--- src/rtl/piso_serializer_pkg.sv ---
// Shared FSM encodings and sizing helpers for the serializer family.
package piso_serializer_pkg;

  localparam int STATE_W = 2;

  localparam logic [STATE_W-1:0] ST_IDLE   = 2'd0;
  localparam logic [STATE_W-1:0] ST_SHIFT  = 2'd1;
  localparam logic [STATE_W-1:0] ST_PARITY = 2'd2;

  // Bit counter width; a 2-bit word still needs one counter bit.
  function automatic int cnt_width(input int width);
    return (width > 2) ? $clog2(width) : 1;
  endfunction

endpackage

--- src/rtl/serial_shift_reg.sv ---
// WIDTH-bit parallel-load shift register; LSB_FIRST selects shift direction and tap.
module serial_shift_reg #(
  parameter int WIDTH     = 8,
  parameter int LSB_FIRST = 0
) (
  input  logic             clk,
  input  logic             rst,
  input  logic             load,
  input  logic             shift,
  input  logic [WIDTH-1:0] din,
  output logic             sbit
);

  logic [WIDTH-1:0] sr;

  generate
    if (LSB_FIRST != 0) begin : g_lsb
      // NOTE: sequential state uses non-blocking assignments so every flop samples pre-edge values.
      always_ff @(posedge clk or posedge rst) begin
        if (rst)        sr <= '0;
        else if (load)  sr <= din;
        else if (shift) sr <= {1'b0, sr[WIDTH-1:1]};
      end
      assign sbit = sr[0];
    end else begin : g_msb
      always_ff @(posedge clk or posedge rst) begin
        if (rst)        sr <= '0;
        else if (load)  sr <= din;
        else if (shift) sr <= {sr[WIDTH-2:0], 1'b0};
      end
      assign sbit = sr[WIDTH-1];
    end
  endgenerate

endmodule

--- src/rtl/piso_serializer.sv ---
// Parallel-in/serial-out transmitter with valid/ready input and framing strobes.
// Define SERIALIZER_PARITY_EN to append an even-parity bit to every frame.
module piso_serializer
  import piso_serializer_pkg::*;
#(
  parameter int WIDTH     = 8,
  parameter int LSB_FIRST = 0
) (
  input  logic             clk,
  input  logic             rst,
  input  logic [WIDTH-1:0] din,
  input  logic             din_valid,
  output logic             din_ready,
  output logic             sout,
  output logic             sout_valid,
  output logic             sout_first,
  output logic             sout_last,
  output logic             busy
);

  localparam int CW = cnt_width(WIDTH);
  localparam logic [CW-1:0] CNT_LAST = CW'(WIDTH - 1);

  logic [STATE_W-1:0] state, state_nxt;
  logic [CW-1:0]      cnt, cnt_nxt;
  logic               accept;
  logic               sbit;
  logic               last_data;

  assign accept    = din_valid && din_ready;
  assign last_data = (state == ST_SHIFT) && (cnt == CNT_LAST);

  serial_shift_reg #(
    .WIDTH    (WIDTH),
    .LSB_FIRST(LSB_FIRST)
  ) u_sr (
    .clk  (clk),
    .rst  (rst),
    .load (accept),
    .shift((state == ST_SHIFT) && !accept),
    .din  (din),
    .sbit (sbit)
  );

`ifdef SERIALIZER_PARITY_EN
  logic par;

  // Running XOR of transmitted data bits; equals ^word once the parity cycle arrives.
  always_ff @(posedge clk or posedge rst) begin
    if (rst)                    par <= 1'b0;
    else if (accept)            par <= 1'b0;
    else if (state == ST_SHIFT) par <= par ^ sbit;
  end

  assign sout_last = (state == ST_PARITY);
  assign sout      = (state == ST_SHIFT) ? sbit : ((state == ST_PARITY) ? par : 1'b0);
`else
  assign sout_last = last_data;
  assign sout      = (state == ST_SHIFT) ? sbit : 1'b0;
`endif

  assign sout_valid = (state != ST_IDLE);
  assign busy       = sout_valid;
  assign sout_first = (state == ST_SHIFT) && (cnt == '0);
  // Held low during reset so no word can be accepted while the frame logic is cleared.
  assign din_ready  = !rst && ((state == ST_IDLE) || sout_last);

  always_comb begin
    // NOTE: defaults first so every path assigns the outputs and no latch is inferred.
    state_nxt = state;
    cnt_nxt   = cnt;
    case (state)
      ST_IDLE: begin
        if (accept) begin
          state_nxt = ST_SHIFT;
          cnt_nxt   = '0;
        end
      end
      ST_SHIFT: begin
        if (last_data) begin
          cnt_nxt = '0;
`ifdef SERIALIZER_PARITY_EN
          state_nxt = ST_PARITY;
`else
          state_nxt = accept ? ST_SHIFT : ST_IDLE;
`endif
        end else begin
          cnt_nxt = cnt + 1'b1;
        end
      end
`ifdef SERIALIZER_PARITY_EN
      ST_PARITY: begin
        cnt_nxt   = '0;
        state_nxt = accept ? ST_SHIFT : ST_IDLE;
      end
`endif
      default: begin
        state_nxt = ST_IDLE;
        cnt_nxt   = '0;
      end
    endcase
  end

  always_ff @(posedge clk or posedge rst) begin
    if (rst) begin
      state <= ST_IDLE;
      cnt   <= '0;
    end else begin
      state <= state_nxt;
      cnt   <= cnt_nxt;
    end
  end

endmodule

--- config.mk ---
export PLATFORM = sky130hd
export DESIGN_NAME = piso_serializer
export DESIGN_NICKNAME = d
export VERILOG_FILES = /design/src/rtl/piso_serializer_pkg.sv /design/src/rtl/serial_shift_reg.sv /design/src/rtl/piso_serializer.sv
export SDC_FILE = /design/constraint.sdc
export NUM_CORES = 1
export LEC_CHECK = 0
export BUFFER_PORTS_ARGS = -buffer_cell sky130_fd_sc_hd__clkbuf_2
export CAP_MARGIN = 15
export CORE_MARGIN = 5
export CORE_UTILIZATION = 44
export CTS_BUF_LIST = sky130_fd_sc_hd__clkbuf_4 sky130_fd_sc_hd__clkbuf_8 sky130_fd_sc_hd__clkbuf_16
export CTS_CLUSTER_DIAMETER = 100
export DETAILED_ROUTE_END_ITERATION = 10
export GPL_TIMING_DRIVEN = 0
export PLACE_DENSITY = 0.76
export SYNTH_ARGS = -nofsm -noshare
export SYNTH_HDL_FRONTEND = slang
export SYNTH_HIERARCHICAL = 1
export SYNTH_SLANG_ARGS = --single-unit
--- constraint.sdc ---
create_clock -name clk -period 1.8 [get_ports clk]
set_clock_uncertainty 0.1 [all_clocks]
set_input_delay 0.36 -clock clk [delete_from_list [all_inputs] [get_ports clk]]
set_output_delay 0.36 -clock clk [all_outputs]
set_load 0.05 [all_outputs]
==> results.toml <==
[status]
status = "finished with violations"
violations = "setup timing"

[yosys]
syn_avg_cell_area_sq_um = 10.23
syn_area_sq_um = 644.4
synthCells = 63
ys_seq_area_frac = 0.4660
synth_cell_types = 19
ys_ff_latch = 12
synth_nets = 77
synth_warnings = 6

[global_route]
grtUsageTotal = 0.1265
antenna_found_initial = 0
grt_pass1_vias = 485
grt_max_degree = 11
overflow = 0
grt_pass1_wl_um = 1932

[placed_design]
dp_hpwl_um = 931.4
finalWeightedCongestion = 0.7676
dpl_cell_area_sq_um = 748.2
io_buffers = 16

[finish]
final_nets = 101
syn2layout_area_growth_pct = 37.48
drive_gt1_frac = 0.4302
diodes = 0
final_cell_area_sq_um = 885.9

[cts]
numCtsBuffers = 3
clock_latency_ns = 0.26
htree_num_levels = 1
cts_sinks = 12
root_buffer = "clkbuf_4"
clk_pin_slew_ns = 0.07
cts_tree = "done"
ctsLongestPathBuffers = 2

[sta]
min_period_over_period = 1.073
hold_ws_ns = 0.1980
tightest_slew_ns = 0.3562
min_period_ns = 1.932
finalSetupViolCount = 2
fmax_mhz = 517.7
drv_slew = 0
hold_viol = 0
maxSlewHeadroom = 0.7620
grt_setup_unrepaired = "true"
fin_ws_ns = -0.1317

[setup_path]
critPathMaxStageDelay_ns = 0.39
crit_buf_inv = 1
required_ns = 1.34
path_class = "reg2out"
crit_family = "flip-flops"
worst_setup_path_end_kind = "primary output"
start_kind = "flop"
worstPathMaxFanout = 4
worstPathArrival_ns = 1.47
path_cells = "ha_2, ha_4, and2b_2, nor2_4, buf_8"
slowest_stage = "dfrtp_1"

[die]
dieArea_sq_um = 2330
die_w_um = 48.27
start_util = 0.4773
io-pin-count = 17
coreArea_sq_um = 1350
rows = 13
die_y_um = 48.27

[detailed_routing]
drtIter0Drc = 8
wl_per_cell_um = 12.77
vias = 495
wl_um = 1290
drc = 0
first_pass_iters = 3
antenna_left = 0
via_per_inst = 4.901

[power_and_ir_drop]
peakVddDrop_mv = 0.8324
total_power_w = 0.001621
p_per_area_nw_per_um2 = 1830
leakage_nw = 0.4499

[run]
cap_viol_max_count = 0

[worst_hold_path]
hold_path.class = "in2reg"
## cells by family (layout without fill, tap and decap cells)
logic type | after synthesis | after routing | synth area share
and+or+nand+nor | 21 | 21 | 0.1689
AOI/OAI and AO/OA | 12 | 12 | 0.1107
DFF | 12 | 12 | 0.4660
buffers and inverters | 8 | 31 | 0.08737
muxes | 7 | 7 | 0.1087
adders and majority gates | 3 | 3 | 0.05826
## synth_stat cells, drive strengths merged
cell | n | area (sq um)
nand2b | 2 | 12.51
ha | 3 | 37.54
a21boi | 1 | 7.510
o2bb2ai | 1 | 8.760
or2 | 1 | 6.260
and2 | 2 | 15.01
nor2b | 2 | 12.51
and2b | 1 | 8.760
nand2 | 10 | 37.54
o21ai | 8 | 40.03
buf | 4 | 41.29
dfrtp | 12 | 300.3
or3b | 1 | 8.760
o31ai | 2 | 15.01
nor2 | 2 | 7.510
inv | 4 | 15.01
mux2i | 7 | 70.07
## per-layer routing
layer	global-route usage	vias up	routed length, um
li1	-	257	-
met1	0.1321	224	531
met2	0.2214	12	669
met3	0.03321	2	77
met4	0.08065	0	12
met5	0	-	0
## power by group
part | total, W | internal [W] | leakage, nW | switching (W)
clock network | 0.000207 | 0.000123 | 0.0210 | 0.0000847
registers | 0.000457 | 0.000381 | 0.154 | 0.0000753
logic | 0.000957 | 0.000425 | 0.275 | 0.000531
## stage by stage
stage          utilization  instances  TNS (ns)  setup slack (ns)
2_1_floorplan            -         63  -0.06685          -0.06685
3_3_place_gp        0.5542         94   -0.4211          -0.05650
3_5_place_dp        0.5542         94   -0.6323           -0.1144
4_1_cts             0.6247        100   -0.5664           -0.1450
5_1_grt             0.6562        101   -0.3395           -0.1813
6_report            0.6562        101   -0.2115           -0.1317
## sequential cells by signal (all words and copies together), names as in the netlist
signal and flops:
u_sr/sr 8, cnt 3, state 1
## path summary, 6_finish.rpt
check                           cells after the start  startpoint  slack [ns]          to
worst min-delay path                                3      din[0]        0.20  u_sr/sr[0]
min in group asynchronous                           3         rst        0.49      cnt[0]
worst max-delay path                                5      cnt[0]       -0.13   din_ready
worst max register to register                      7      cnt[0]        0.07  u_sr/sr[1]
worst min register to register                      2  u_sr/sr[3]        0.45  u_sr/sr[4]
max in group asynchronous                           3         rst        0.82  u_sr/sr[2]
## cell type report
type / instances / area (sq um)
Multi-Input combinational cell: 43 / 336.6
Clock buffer: 4 / 36.28
Fill cell: 119 / 464.2
Sequential cell: 12 / 300.3
Timing Repair Buffer: 19 / 135.1
Buffer: 4 / 41.29
Inverter: 4 / 17.52
Tap cell: 15 / 18.77
## tightest hold or removal path: cells and delay by family
family	cells	cell delay (ns)
buffers and inverters	1	0.07
AND/OR/NAND/NOR	1	0.04
AO/OA/AOI/OAI	1	0.05
## cells in the final DEF, fill, tap and decap left out
cell type and n:
clkbuf_2 13, dfrtp_1 12, nand2_1 9, mux2i_1 7, o21ai_1 7, buf_6 3, inv_1 3, buf_4 3
clkbuf_4 3, buf_8 3, nand2b_1 2, o31ai_1 2, nor2_4 2, ha_4 2, and2b_2 1, nor2b_1 1
o2bb2ai_1 1, or2_1 1, inv_4 1, nor2b_2 1, and2_4 1, a21boi_0 1, and2_2 1, nand2_2 1
or3b_1 1, ha_2 1, clkbuf_8 1, dlygate4sd3_1 1, o21ai_0 1
## timing repair
item                       CTS  global route
hold endpoints to repair    12             0
buffers inserted             1             1
gates resized for setup      9            12
hold buffers                 1             0
setup endpoints to repair   10            11
pin swaps                    1             4
Note: power is estimated with default switching activity, not from simulation.
